==> config.mk <==
export PLATFORM = sky130hd
export DESIGN_NAME = axi4_mem_rw_bridge
export DESIGN_NICKNAME = d
export VERILOG_FILES = /design/src/rtl/axi4_mem_rw_bridge.sv
export SDC_FILE = /design/constraint.sdc
export NUM_CORES = 1
export LEC_CHECK = 0
export ABC_AREA = 1
export CORE_AREA = 2 2 240 242
export CTS_CLUSTER_DIAMETER = 30
export DETAILED_ROUTE_END_ITERATION = 16
export DIE_AREA = 0 0 242 244
export HOLD_SLACK_MARGIN = 0.03
export PLACE_DENSITY = 0.66
export SYNTH_ARGS = -nofsm -noshare
export SYNTH_HDL_FRONTEND = slang
export SYNTH_SLANG_ARGS = --single-unit
export TNS_END_PERCENT = 20
==> constraint.sdc <==
create_clock -name clock -period 27.3 [get_ports clock]
set_input_delay 8.19 -clock clock [delete_from_list [all_inputs] [get_ports clock]]
set_output_delay 8.19 -clock clock [all_outputs]
set_load 0.02 [all_outputs]
==> src/rtl/axi4_mem_rw_bridge.sv <==
// AXI4 slave front end for the simulation RAM helper.
// Bursts are broken into single 64-bit beats addressed by a helper index
// ((addr - MEM_BASE) >> 3). Read and write channels run independently.
//
// Read FSM
//   state   | meaning
//   R_IDLE  | arready high, waiting for an AR handshake
//   R_ISSUE | helper read strobe for the current beat (suppressed on error)
//   R_DATA  | rvalid high, rdata taken from the helper's held read data
//
// Write FSM
//   state   | meaning
//   W_IDLE  | awready high, waiting for an AW handshake
//   W_DATA  | wready high, each accepted beat is written straight through
//   W_RESP  | bvalid high, waiting for bready
module axi4_mem_rw_bridge #(
    parameter int          ID_WIDTH   = 4,
    parameter int          ADDR_WIDTH = 48,
    parameter logic [63:0] MEM_BASE   = 64'h8000_0000
) (
    input  logic                  clock,
    input  logic                  reset,
    input  logic                  awvalid,
    output logic                  awready,
    input  logic [ID_WIDTH-1:0]   awid,
    input  logic [ADDR_WIDTH-1:0] awaddr,
    input  logic [7:0]            awlen,
    input  logic [2:0]            awsize,
    input  logic [1:0]            awburst,
    input  logic                  wvalid,
    output logic                  wready,
    input  logic [63:0]           wdata,
    input  logic [7:0]            wstrb,
    input  logic                  wlast,
    output logic                  bvalid,
    input  logic                  bready,
    output logic [ID_WIDTH-1:0]   bid,
    output logic [1:0]            bresp,
    input  logic                  arvalid,
    output logic                  arready,
    input  logic [ID_WIDTH-1:0]   arid,
    input  logic [ADDR_WIDTH-1:0] araddr,
    input  logic [7:0]            arlen,
    input  logic [2:0]            arsize,
    input  logic [1:0]            arburst,
    output logic                  rvalid,
    input  logic                  rready,
    output logic [ID_WIDTH-1:0]   rid,
    output logic [63:0]           rdata,
    output logic [1:0]            rresp,
    output logic                  rlast,
    output logic                  mem_enable,
    output logic                  mem_r_enable,
    output logic [63:0]           mem_r_index,
    input  logic [63:0]           mem_r_data,
    output logic                  mem_w_enable,
    output logic [63:0]           mem_w_index,
    output logic [63:0]           mem_w_data,
    output logic [63:0]           mem_w_mask
);

    localparam logic [1:0] RESP_OKAY   = 2'b00;
    localparam logic [1:0] RESP_SLVERR = 2'b10;
    localparam logic [1:0] RESP_DECERR = 2'b11;

    localparam logic [1:0] BURST_FIXED = 2'd0;
    localparam logic [1:0] BURST_WRAP  = 2'd2;
    localparam logic [1:0] BURST_RSVD  = 2'd3;

    typedef enum logic [1:0] {R_IDLE, R_ISSUE, R_DATA} r_state_t;
    typedef enum logic [1:0] {W_IDLE, W_DATA, W_RESP} w_state_t;

    // Response code for a whole burst, decided once at address acceptance.
    // Below-base addresses take priority over unsupported size/burst shapes.
    function automatic logic [1:0] burst_code(input logic [ADDR_WIDTH-1:0] addr,
                                              input logic [2:0] size,
                                              input logic [1:0] burst,
                                              input logic [7:0] len);
        if (64'(addr) < MEM_BASE)
            return RESP_DECERR;
        if (size != 3'd3 || burst == BURST_RSVD)
            return RESP_SLVERR;
        if (burst == BURST_WRAP && len != 8'd1 && len != 8'd3 && len != 8'd7 && len != 8'd15)
            return RESP_SLVERR;
        return RESP_OKAY;
    endfunction

    function automatic logic [63:0] to_index(input logic [ADDR_WIDTH-1:0] addr);
        return (64'(addr) - MEM_BASE) >> 3;
    endfunction

    // WRAP lengths are 2^n-1, so len itself is the mask of the wrapping bits.
    function automatic logic [63:0] next_index(input logic [63:0] idx,
                                               input logic [1:0]  burst,
                                               input logic [7:0]  len);
        logic [63:0] wmask;
        wmask = {56'd0, len};
        case (burst)
            BURST_FIXED: return idx;
            BURST_WRAP:  return (idx & ~wmask) | ((idx + 64'd1) & wmask);
            default:     return idx + 64'd1;
        endcase
    endfunction

    r_state_t              r_rstate;
    logic                  r_arready;
    logic                  r_mem_r_enable;
    logic                  r_rvalid;
    logic                  r_rlast;
    logic [ID_WIDTH-1:0]   r_rid;
    logic [1:0]            r_rresp;
    logic [63:0]           r_rindex;
    logic [7:0]            r_rlen;
    logic [7:0]            r_rbeat;
    logic [1:0]            r_rburst;

    w_state_t              r_wstate;
    logic                  r_awready;
    logic                  r_wready;
    logic                  r_bvalid;
    logic [ID_WIDTH-1:0]   r_wid;
    logic [1:0]            r_bresp;
    logic [1:0]            r_werr;
    logic [63:0]           r_windex;
    logic [7:0]            r_wlen;
    logic [7:0]            r_wbeat;
    logic                  r_wover;
    logic [1:0]            r_wburst;

    logic                  w_wr_fire;
    logic [63:0]           w_byte_mask;

    // Read channel: one helper read per beat, data presented the cycle after.
    always_ff @(posedge clock or posedge reset) begin
        if (reset) begin
            r_rstate       <= R_IDLE;
            r_arready      <= 1'b0;
            r_mem_r_enable <= 1'b0;
            r_rvalid       <= 1'b0;
            r_rlast        <= 1'b0;
            r_rid          <= '0;
            r_rresp        <= RESP_OKAY;
            r_rindex       <= 64'd0;
            r_rlen         <= 8'd0;
            r_rbeat        <= 8'd0;
            r_rburst       <= 2'd0;
        end else begin
            case (r_rstate)
                R_IDLE: begin
                    r_arready <= 1'b1;
                    if (arvalid && r_arready) begin
                        r_arready      <= 1'b0;
                        r_rid          <= arid;
                        r_rindex       <= to_index(araddr);
                        r_rlen         <= arlen;
                        r_rbeat        <= 8'd0;
                        r_rburst       <= arburst;
                        r_rresp        <= burst_code(araddr, arsize, arburst, arlen);
                        r_mem_r_enable <= (burst_code(araddr, arsize, arburst, arlen) == RESP_OKAY);
                        r_rstate       <= R_ISSUE;
                    end
                end
                R_ISSUE: begin
                    r_mem_r_enable <= 1'b0;
                    r_rvalid       <= 1'b1;
                    r_rlast        <= (r_rbeat == r_rlen);
                    r_rstate       <= R_DATA;
                end
                R_DATA: begin
                    if (rready) begin
                        r_rvalid <= 1'b0;
                        r_rlast  <= 1'b0;
                        if (r_rlast) begin
                            r_arready <= 1'b1;
                            r_rstate  <= R_IDLE;
                        end else begin
                            r_rindex       <= next_index(r_rindex, r_rburst, r_rlen);
                            r_rbeat        <= r_rbeat + 8'd1;
                            r_mem_r_enable <= (r_rresp == RESP_OKAY);
                            r_rstate       <= R_ISSUE;
                        end
                    end
                end
                default: r_rstate <= R_IDLE;
            endcase
        end
    end

    // Write channel: beats past awlen are swallowed (r_wover) until wlast.
    always_ff @(posedge clock or posedge reset) begin
        if (reset) begin
            r_wstate  <= W_IDLE;
            r_awready <= 1'b0;
            r_wready  <= 1'b0;
            r_bvalid  <= 1'b0;
            r_wid     <= '0;
            r_bresp   <= RESP_OKAY;
            r_werr    <= RESP_OKAY;
            r_windex  <= 64'd0;
            r_wlen    <= 8'd0;
            r_wbeat   <= 8'd0;
            r_wover   <= 1'b0;
            r_wburst  <= 2'd0;
        end else begin
            case (r_wstate)
                W_IDLE: begin
                    r_awready <= 1'b1;
                    if (awvalid && r_awready) begin
                        r_awready <= 1'b0;
                        r_wready  <= 1'b1;
                        r_wid     <= awid;
                        r_windex  <= to_index(awaddr);
                        r_wlen    <= awlen;
                        r_wburst  <= awburst;
                        r_werr    <= burst_code(awaddr, awsize, awburst, awlen);
                        r_wbeat   <= 8'd0;
                        r_wover   <= 1'b0;
                        r_wstate  <= W_DATA;
                    end
                end
                W_DATA: begin
                    if (wvalid && r_wready) begin
                        r_windex <= next_index(r_windex, r_wburst, r_wlen);
                        if (!r_wover) begin
                            if (r_wbeat == r_wlen)
                                r_wover <= 1'b1;
                            else
                                r_wbeat <= r_wbeat + 8'd1;
                        end
                        if (wlast) begin
                            r_wready <= 1'b0;
                            r_bvalid <= 1'b1;
                            if (r_werr != RESP_OKAY)
                                r_bresp <= r_werr;
                            else if (r_wover || r_wbeat != r_wlen)
                                r_bresp <= RESP_SLVERR;
                            else
                                r_bresp <= RESP_OKAY;
                            r_wstate <= W_RESP;
                        end
                    end
                end
                W_RESP: begin
                    if (bready) begin
                        r_bvalid  <= 1'b0;
                        r_awready <= 1'b1;
                        r_wstate  <= W_IDLE;
                    end
                end
                default: r_wstate <= W_IDLE;
            endcase
        end
    end

    // Expand byte strobes to a bit mask for the helper.
    always_comb begin
        w_byte_mask = 64'd0;
        for (int i = 0; i < 8; i++)
            w_byte_mask[8*i +: 8] = {8{wstrb[i]}};
    end

    assign w_wr_fire    = r_wready & wvalid & (r_werr == RESP_OKAY) & ~r_wover;

    assign mem_enable   = ~reset;
    assign mem_r_enable = r_mem_r_enable;
    assign mem_r_index  = r_rindex;
    assign mem_w_enable = w_wr_fire;
    assign mem_w_index  = r_windex;
    assign mem_w_data   = w_wr_fire ? wdata : 64'd0;
    assign mem_w_mask   = w_wr_fire ? w_byte_mask : 64'd0;

    assign arready      = r_arready;
    assign rvalid       = r_rvalid;
    assign rlast        = r_rlast;
    assign rid          = r_rid;
    assign rresp        = r_rresp;
    assign rdata        = (r_rvalid && r_rresp == RESP_OKAY) ? mem_r_data : 64'd0;

    assign awready      = r_awready;
    assign wready       = r_wready;
    assign bvalid       = r_bvalid;
    assign bid          = r_wid;
    assign bresp        = r_bresp;

endmodule

# Word-level counts from Yosys, hierarchy flattened
# Cells that the tools add are included.
[totals]
register_bits = 190
inputBits = 274
out_inout_bits = 341
wordCells = 221
[classes]
n_addsub = 6
n_lt_le_gt_ge = 2
eq_ne = 35
n_mux = 97
n_bitwise = 13
reduce_logical = 45
[ops]
columns = ["operator", "n"]
rows = [
  ["$mux 64", 8],
  ["$pmux 64 s2", 4],
  ["$add 64x1->64 const B", 2],
  ["$and 64x64->64", 2],
  ["$and 64x8->64", 2],
  ["$not 8->64", 2],
  ["$or 64x64->64", 2],
  ["$sub 48x32->49 const B", 2],
  ["$lt 48x32->1 const B", 2],
  ["$mux 8", 7],
  ["$mux 1", 44],
  ["$mux 2", 22],
  ["$pmux 8 s2", 2],
  ["$ne 2x2->1 const B", 12],
  ["$reduce_and 4->1", 6],
  ["$add 8x1->8 const B", 2],
  ["$eq 2x2->1 const B", 8],
  ["$eq 8x8->1", 2],
  ["$ne 8x1->1 const B", 2],
  ["$ne 8x2->1 const B", 2],
  ["$ne 8x3->1 const B", 2],
  ["$ne 8x4->1 const B", 2],
  ["$logic_not 2->1", 7],
  ["$pmux 1 s2", 7],
  ["14 further kinds", 45],
]

# Longest topological paths before layout
# Gate-level depths: netlist (run 1).
[logic_depth]
ltp_word = 19
mapped_depth = 13
mapped_depth_nobuf = 12

# Least setup slack after synthesis (run 1)
# Ideal clock, no wire load.
[synth_path]
kind = "input-to-output"
from = "input port reset"
to = "output port mem_enable"
t_arrival_ns = 12.205
t_required_ns = 19.110
path_slack_ns = 6.905
stages = 1
n_path_buf = 0
cell_sequence = "inv_1"
[synth_via]
elab_chain_len = 1
[synth_rtl]
columns = ["element", "line", "text"]
rows = [
  ["from (decl)", "22", "input logic reset,"],
  ["$not 1->1", "264", "assign mem_enable = ~reset;"],
  ["to (decl)", "52", "output logic mem_enable,"],
]
# Every way passes these cells.

# Worst setup path in the final report (run 1)
[layout_path]
from = "input port wvalid"
to = "output port mem_w_mask[36]"
[layout_via]
elab_chain_len = 4
[layout_rtl]
columns = ["element", "line", "text"]
rows = [
  ["from (decl)", "30", "input logic wvalid,"],
  ["$and 1x1->1 (3 in series)", "262", "assign w_wr_fire = r_wready & wvalid & (r_werr == RESP_OKAY) & ~r_wover;"],
  ["$mux 64", "270", "assign mem_w_mask = w_wr_fire ? w_byte_mask : 64'd0;"],
  ["to (decl)", "59", "output logic [63:0] mem_w_mask"],
]
# Every way passes these cells.

==> flow_metrics.tcl, run 1 <==
set metrics [dict create \
    grt_remaining_overflow 0 \
    setup_ws_ns 7.821 \
    grt_pass1_vias 17580 \
    crit_arrival_ns 11.29 \
    tns_ns 0 \
    cts_root_buffer "clkbuf_16" \
    ys_seq_area_frac 0.2963 \
    hold_path.class "flip-flop to flip-flop" \
    drt_iter0_markers 1688 \
    synthArstFlopShare 1.000 \
    cp-end-kind "output pin" \
    pre_cts_slack_ns 7.719 \
    drt_wl_total_mm 73.20 \
    h-tree-depth 4 \
    grt_pass1_wl_mm 108.8 \
    startpoint_type "primary input" \
    rrSetupSlack_ns 23.16 \
    cts.repair.resized 0 \
    ir_drop_mv 0.05366 \
    period_share 0.7135 \
    synth_area_um2 16050 \
    p_per_area_nw_per_um2 95.99 \
    cap_violations 0 \
    first_pass_iters 6 \
    p_int_mw 1.050 \
    max_freq_mhz 51.34 \
    hold_buffers 0 \
    drc_errors 0 \
    cts_buffer_depth 2 \
    synth-edff-count 0 \
    wl_per_cell_um 18.78 \
    p_seq_frac 0.288 \
    hold_violations 0 \
    totalPowerFinal_mw 2.214 \
    synthTopCellsByCount "637 x nand2_1, 532 x nor2_1, 339 x inv_1" \
    syn_avg_cell_area_um2 6.142 \
    p_leak_nw 10.03 \
    path_max_fanout 45 \
    n_fill_cell 5970 \
    crit_type "primary input to output pin" \
    die_x_um 242 \
    area_growth_pct 43.74 \
    num_rows 87 \
    portBuffers 608 \
    syn_nets 2897 \
    yosysMostFrequentCell "nand2_1" \
    ios 615 \
    dp.cells 3864 \
    dieArea_um2 59050 \
    die-height_um 244 \
    ys_ff_latch 190 \
    synth_top_cell_by_area "dfrtp_1" \
    fin_skew_ns 0.01078 \
    synth_top_area_frac 0.2963 \
    min_period_ns 19.48 \
    clock_latency_ns 0.51 \
    synth_cell_type_count 55 \
    worstPathRequired_ns 19.11 \
    antenna_found_initial 7 \
    tightestPinTransition_ns 0.9675 \
    p_clk_frac 0.125 \
    nNetsFinal 3411 \
    cts_inserted_buffers 17 \
    dr_total_vias 19100 \
    coreArea_um2 56170 \
    switchingPower_mw 1.164 \
    maxSlewHeadroom 0.3543 \
    grt_max_degree 76 \
    drv_slew 0 \
    ys_warn_count 0 \
    cts.sinks 190 \
    syn_inst 2613 \
    finalSetupViolations 0 \
    start_util 0.2857 \
    cts_tree "yes" \
    via_per_inst 4.899 \
    hpwlAfterDp_mm 59.31 \
    cts_setup_buffers 0 \
    synth_ff_type "dfrtp_1" \
    ant_nets 0 \
    rsz0062_at_grt "no" \
    switching_share 0.5257 \
    regArea_um2 4755 \
    multi_input_area_um2 9214 \
    final_cells 3898 \
    power_frac_comb 0.587 \
    grt_use_total 0.2431 \
    status "complete, no violations" \
    place_congestion 0.9679 \
    path_clk_slew_ns 0.07 \
    synthTopCellsByArea "dfrtp_1 30%, nand2_1 15%, nor2_1 12%" \
    drive_gt1_frac 0.05318 \
]
==> power groups by stage <==
stage / combinational, mW / clock (mW) / sequential, mW
CTS: 1.30 / 0.282 / 0.630
floorplan: 0.675 / 0 / 0.670
global route: 1.41 / 0.292 / 0.650
finish: 1.30 / 0.277 / 0.637
detailed placement: 1.29 / 0 / 0.633
global placement: 1.28 / 0 / 0.634
==> worst max-delay path: stages <==
cell             delay [ns]
clkdlybuf4s50_1        0.47
nand2_1                0.09
nor4_1                 0.32
inv_2                  0.25
buf_4                  0.27
buf_4                  0.28
nor2_1                 0.65
clkdlybuf4s50_1        0.74
==> state kept, by name, summed over array words and instances, names as in the netlist, 2 cells and up, named ones only <==
signal and flops:
r_wlen 8, bid 4, r_rlen 8, r_rburst 2, bresp 2, r_wstate 2, r_wburst 2, mem_r_index 57
r_rbeat 8, r_werr 2, r_wbeat 8, mem_w_index 57, rresp 2, rid 4, r_rstate 2
==> per-layer routing <==
layer,GRT usage,part of all wire,vias to the layer above
met3,0.04917,0.080,96
met5,0,0.00018,-
met4,0.07389,0.026,2
met2,0.3952,0.46,954
li1,-,-,9231
met1,0.3248,0.44,8814
==> cells by family after synthesis <==
| kind of cell | share of synthesized area |
|---|---|
| adders and majority gates | 0.007796 |
| xor gates and xnor gates | 0.02292 |
| muxes | 0.001949 |
| and+or+nand+nor | 0.4124 |
| DFF | 0.2963 |
| AOI/OAI and AO/OA | 0.1287 |
| buffers and inverters | 0.1300 |
==> cell usage in the layout, fill, tap and decap left out, types with 6 or more instances in the layout <==
master	count
or2_2	10
nor2_2	25
nand2_4	6
nor3_1	22
nand3b_1	7
nand4_1	36
a31oi_1	10
nor2_8	6
nand2_1	636
clkdlybuf4s50_1	608
nor2_1	531
nand3_1	178
ha_1	10
a21oi_1	156
nand2_2	25
inv_2	18
inv_1	338
o21ai_0	92
xor2_1	20
xnor2_1	22
buf_4	13
a22oi_1	12
dfrtp_1	190
o21ai_1	11
clkbuf_16	17
nor2_4	21
o31ai_1	15
o21bai_1	26
o211ai_1	15
==> per-stage QoR <==
step,util,hold slack (ns),instance area [µm²]
floorplan,-,0.4746,16050
global placement,0.3997,0.4624,22450
detailed placement,0.3997,0.4676,22450
CTS,0.4106,0.4870,23060
global route,0.4107,0.5109,23070
finish,0.4107,0.4893,23070
==> path summary, 6_finish.rpt <==
| check | startpoint | to | depth (start not counted) |
|---|---|---|---|
| worst max register to register | r_rstate[0]$_DFFE_PP0P_ | mem_r_index[44]$_DFFE_PP0P_ | 12 |
| max in group asynchronous | reset | mem_r_enable$_DFFE_PP0P_ | 3 |
| min in group asynchronous | reset | bvalid$_DFFE_PP0P_ | 2 |
| worst min register to register | bid[0]$_DFFE_PP0P_ | bid[0]$_DFFE_PP0P_ | 2 |
| worst min-delay path | bid[0]$_DFFE_PP0P_ | bid[0]$_DFFE_PP0P_ | 2 |
| worst max-delay path | wvalid | mem_w_mask[36] | 8 |
==> final cells by class <==
class,count,share of cell area
diodes,2,0.0002169
clock buffers,19,0.01877
clock inverters,13,0.007756
inverters,359,0.05874
multi-input cells,1938,0.3994
flip-flops and latches,190,0.2061
well taps,756,0.04100
repair buffers,621,0.2680
Power figures use the tool's default switching activity.
==> inputs of run 2 (changes only) <==
Settings changed: PLACE_DENSITY 0.66 to 0.68.
Clock period 27.3 ns to 16.4 ns, I/O delays scaled along.
==> flow_metrics.tcl, run 2 (synthesized netlist as in run 1, its figures left out) <==
set metrics [dict create \
    busiest_layer "met2" \
    area_growth_pct 43.44 \
    first_pass_iters 6 \
    use_met2 0.3680 \
    status "complete, no violations" \
    drt_wl_total_mm 70.05 \
    finalSetupViolations 0 \
    fin_area_um2 23020 \
    crit_type "primary input to output pin" \
    dr_total_vias 19070 \
    grt_remaining_overflow 0 \
    rsz0062_at_grt "no" \
    maxSlewHeadroom 0.3634 \
    layout_common_cells "636 x nand2_1, 608 x clkdlybuf4s50_1, 532 x nor2_1" \
    startpoint_type "primary input" \
    grt_pass1_vias 17560 \
    cap_violations 0 \
    tns_ns 0 \
    p_int_mw 1.709 \
    tightestPinTransition_ns 0.9548 \
    die-height_um 244 \
    drc_errors 0 \
    drt_iter0_markers 1740 \
    use_met3 0.05476 \
    p_clk_frac 0.118 \
    rrSetupSlack_ns 12.22 \
    min_period_ns 13.12 \
    antenna_found_initial 2 \
    max_freq_mhz 76.22 \
    place_congestion 1.004 \
    place_area_um2 22450 \
    worstPathRequired_ns 11.48 \
    grt_use_met1 0.3173 \
    drive_gt1_frac 0.05350 \
    worstReg2RegStart "r_rstate[0]$_DFFE_PP0P_" \
    ant_nets 0 \
    num_rows 87 \
    cp_cell_sequence "clkdlybuf4s50_1, nand2_1, nor4_1, inv_2, buf_4, nor2_1, clkdlybuf4s50_1" \
    path_max_fanout 56 \
    timing.rr.end "mem_r_index[44]$_DFFE_PP0P_" \
    n_fill_cell 5932 \
    hpwlAfterDp_mm 56.00 \
    cts_tree "yes" \
    setup_ws_ns 3.280 \
    power_frac_comb 0.590 \
    utilization 0.4099 \
    dp.cells 3864 \
    grt_pass1_wl_mm 105.9 \
    ios 615 \
    h-tree-depth 4 \
    cts_inserted_buffers 17 \
    via_per_inst 4.892 \
    switchingPower_mw 1.931 \
    crit_arrival_ns 8.20 \
    path_clk_slew_ns 0.08 \
    p_leak_nw 10.02 \
    switching_share 0.5306 \
    cts_setup_buffers 0 \
    whs_path_depth 2 \
    holdPathEnd "rid[2]$_DFFE_PP0P_" \
    whs_ns 0.4869 \
    start_util 0.2857 \
    grt_use_total 0.2330 \
    final_cells 3897 \
    cts.sinks 190 \
    p_seq_frac 0.292 \
    hold_path.class "flip-flop to flip-flop" \
    hold_buffers 0 \
    cts_root_buffer "clkbuf_16" \
    grt_max_degree 68 \
    totalPowerFinal_mw 3.640 \
    ir_drop_mv 0.09635 \
    drv_slew 0 \
    min_from "rid[2]$_DFFE_PP0P_" \
    dieArea_um2 59050 \
    hold_violations 0 \
    cts_buffer_depth 2 \
    fin_skew_ns 0.01520 \
    clock_latency_ns 0.51 \
    die_x_um 242 \
    slowest_stage "clkdlybuf4s50_1" \
    coreArea_um2 56170 \
    r2r_cells 12 \
    period_share 0.8000 \
    final_common_cell "nand2_1" \
    cp-end-kind "output pin" \
    portBuffers 608 \
    cpMostUsedCell "clkdlybuf4s50_1" \
    wl_per_cell_um 17.97 \
    nNetsFinal 3411 \
    critPathMaxStageDelay_ns 0.73 \
    pre_cts_slack_ns 3.281 \
    p_per_area_nw_per_um2 158.1 \
    cts.repair.resized 0 \
]
[run 2: cell count changes in the layout (fill, tap and decap cells not counted), sizes merged]
cell      change
clkinv        +5
bufinv        -3
clkbuf        -1
clkinvlp      -1
diode         -1
[run 2: area by class of cell]
cell class | count | area (µm²) | area share
well taps | 756 | 945.9 | 0.04109
multi-input cells | 1938 | 9211 | 0.4001
clock buffers | 18 | 439.2 | 0.01908
inverters | 359 | 1355 | 0.05886
clock inverters | 14 | 128.9 | 0.005598
flip-flops and latches | 190 | 4755 | 0.2065
repair buffers | 621 | 6183 | 0.2686
diodes | 1 | 2.502 | 0.0001087
[run 2: worst max-delay path by stage]
stage	start	to	slack [ns]	depth (start not counted)
after floorplan	reset	mem_enable	2.54	1
after global routing	wvalid	mem_w_mask[52]	3.09	7
final	wvalid	mem_w_mask[43]	3.28	7
after global placement	wvalid	mem_w_mask[53]	3.37	7
after detailed placement	wvalid	mem_w_mask[43]	3.28	7
after CTS	wvalid	mem_w_mask[43]	3.26	7
[run 2: power groups by stage]
stage	Sequential [mW]	Clock, mW	Combinational, mW
after global placement	1.06	0	2.11
after CTS	1.05	0.438	2.14
after detailed placement	1.06	0	2.14
final	1.06	0.430	2.15
after global routing	1.08	0.456	2.35
after floorplan	1.12	0	1.12
[run 2: routing by layer]
layer / up-vias / wire length (µm)
met4: 0 / 1532
met5: - / 0
li1: 9246 / -
met3: 82 / 6409
met2: 974 / 31300
met1: 8764 / 30810
[run 2: critical path: cells and delay by family]
family	cells	cell delay, ns
buffers and inverters	4	1.91
AND/OR/NAND/NOR	3	1.25
==> inputs of run 3 (changes only) <==
Settings changed: PLACE_DENSITY 0.68 to 0.66.
Clock period 16.4 ns to 12.45 ns, I/O delays scaled along.
==> flow_metrics.tcl, run 3 (synthesized netlist as in run 1, its figures left out) <==
set metrics [dict create \
    cts_buffer_depth 2 \
    n_fill_cell 5971 \
    cts.repair.resized 0 \
    fin_skew_ns 0.01625 \
    crit_start "wvalid" \
    coreArea_um2 56170 \
    drt_iter0_markers 1709 \
    first_pass_iters 6 \
    portBuffers 608 \
    crit_type "primary input to output pin" \
    drv_slew 0 \
    path_clk_slew_ns 0.08 \
    grt_remaining_overflow 0 \
    cts_root_buffer "clkbuf_16" \
    crit_arrival_ns 6.42 \
    antenna_found_initial 5 \
    clock_latency_ns 0.51 \
    cap_violations 0 \
    max_freq_mhz 98.47 \
    hold_buffers 0 \
    cts_inserted_buffers 17 \
    final_common_cell "nand2_1" \
    drt_wl_total_mm 72.66 \
    rsz0062_at_grt "no" \
    grt_use_total 0.2404 \
    cts_tree "yes" \
    die-height_um 244 \
    cts.sinks 190 \
    nNetsFinal 3411 \
    dieArea_um2 59050 \
    pre_cts_slack_ns 2.233 \
    setup_ws_ns 2.295 \
    ir_drop_mv 0.1158 \
    ios 615 \
    tns_ns 0 \
    tightestPinTransition_ns 0.9777 \
    cp-end-kind "output pin" \
    grt_max_degree 79 \
    layout_common_cells "636 x nand2_1, 608 x clkdlybuf4s50_1, 531 x nor2_1" \
    period_share 0.8157 \
    area_growth_pct 43.42 \
    hold_violations 0 \
    place_congestion 1.002 \
    totalPowerFinal_mw 4.805 \
    hpwlAfterDp_mm 58.69 \
    rrSetupSlack_ns 8.31 \
    worstReg2RegStart "r_rstate[0]$_DFFE_PP0P_" \
    hold_path.class "flip-flop to flip-flop" \
    dr_total_vias 19080 \
    num_rows 87 \
    grt_pass1_vias 17260 \
    startpoint_type "primary input" \
    cts_setup_buffers 0 \
    ant_nets 0 \
    grt_pass1_wl_mm 107.4 \
    drc_errors 0 \
    status "complete, no violations" \
    via_per_inst 4.899 \
    p_per_area_nw_per_um2 208.7 \
    wl_per_cell_um 18.65 \
    min_period_ns 10.16 \
    drive_gt1_frac 0.05352 \
    start_util 0.2857 \
    antenna_cells 0 \
    finalSetupViolations 0 \
    p_leak_nw 10.01 \
    die_x_um 242 \
    path_max_fanout 50 \
    h-tree-depth 4 \
    min_from "rid[2]$_DFFE_PP0P_" \
    maxSlewHeadroom 0.3475 \
    worstPathRequired_ns 8.71 \
]
## run 3: changes by cell type in the layout (fill, tap and decap cells not counted)
cell,change
clkinv_4,-4
inv_6,+3
clkinvlp_4,+2
inv_8,-2
bufinv_16,+1
clkinv_8,-1
diode_2,-1
nor2_1,-1
nor2_2,+1
## run 3: power by group
group | internal, mW | leakage (nW) | total (mW) | switching [mW]
clock network | 0.283 | 0.272 | 0.569 | 0.286
logic | 1.08 | 7.45 | 2.84 | 1.76
registers | 0.898 | 2.28 | 1.39 | 0.493
total | 2.27 | 10.0 | 4.80 | 2.54
## run 3: cell type report
type | count | area, µm² | share of cell area
sequential | 190 | 4755 | 0.2066
clock inverter | 13 | 126.4 | 0.005490
multi-input combinational | 1938 | 9214 | 0.4003
inverter | 359 | 1355 | 0.05887
tap | 756 | 945.9 | 0.04109
timing repair buffer | 621 | 6183 | 0.2686
clock buffer | 18 | 439.2 | 0.01908
## run 3: routing by layer
layer | GRT usage | wire (µm) | part of all wire
met1 | 0.3198 | 31510 | 0.43
met2 | 0.3869 | 32800 | 0.45
met3 | 0.04884 | 6124 | 0.084
met4 | 0.08424 | 2196 | 0.030
met5 | 0 | 30 | 0.00041
## run 3: stage by stage
| step | hold slack (ns) | cell area [µm²] | std cells | util |
|---|---|---|---|---|
| 2_1_floorplan | 0.4746 | 16050 | 2613 | - |
| 3_3_place_gp | 0.4648 | 22450 | 3864 | 0.3997 |
| 3_5_place_dp | 0.4680 | 22450 | 3864 | 0.3997 |
| 4_1_cts | 0.4898 | 23020 | 3895 | 0.4098 |
| 5_1_grt | 0.5094 | 23020 | 3895 | 0.4098 |
| 6_report | 0.4894 | 23020 | 3895 | 0.4098 |
## run 3: worst max-delay path, cell delays in order
cell and delay, ns:
clkdlybuf4s50_1 0.48, nand2_1 0.08, nor4_1 0.31, inv_2 0.06
buf_4 0.28, nor2_1 0.68, clkdlybuf4s50_1 0.75
## run 3: worst paths after layout
check / end / depth (start not counted)
max: mem_w_mask[33] / 7
min: rid[2]$_DFFE_PP0P_ / 2
max reg2reg: mem_r_index[27]$_DFFE_PP0P_ / 12
min reg2reg: rid[2]$_DFFE_PP0P_ / 2
max in group asynchronous: mem_r_index[57]$_DFFE_PP0P_ / 3
min in group asynchronous: r_wstate[1]$_DFFE_PP0P_ / 2
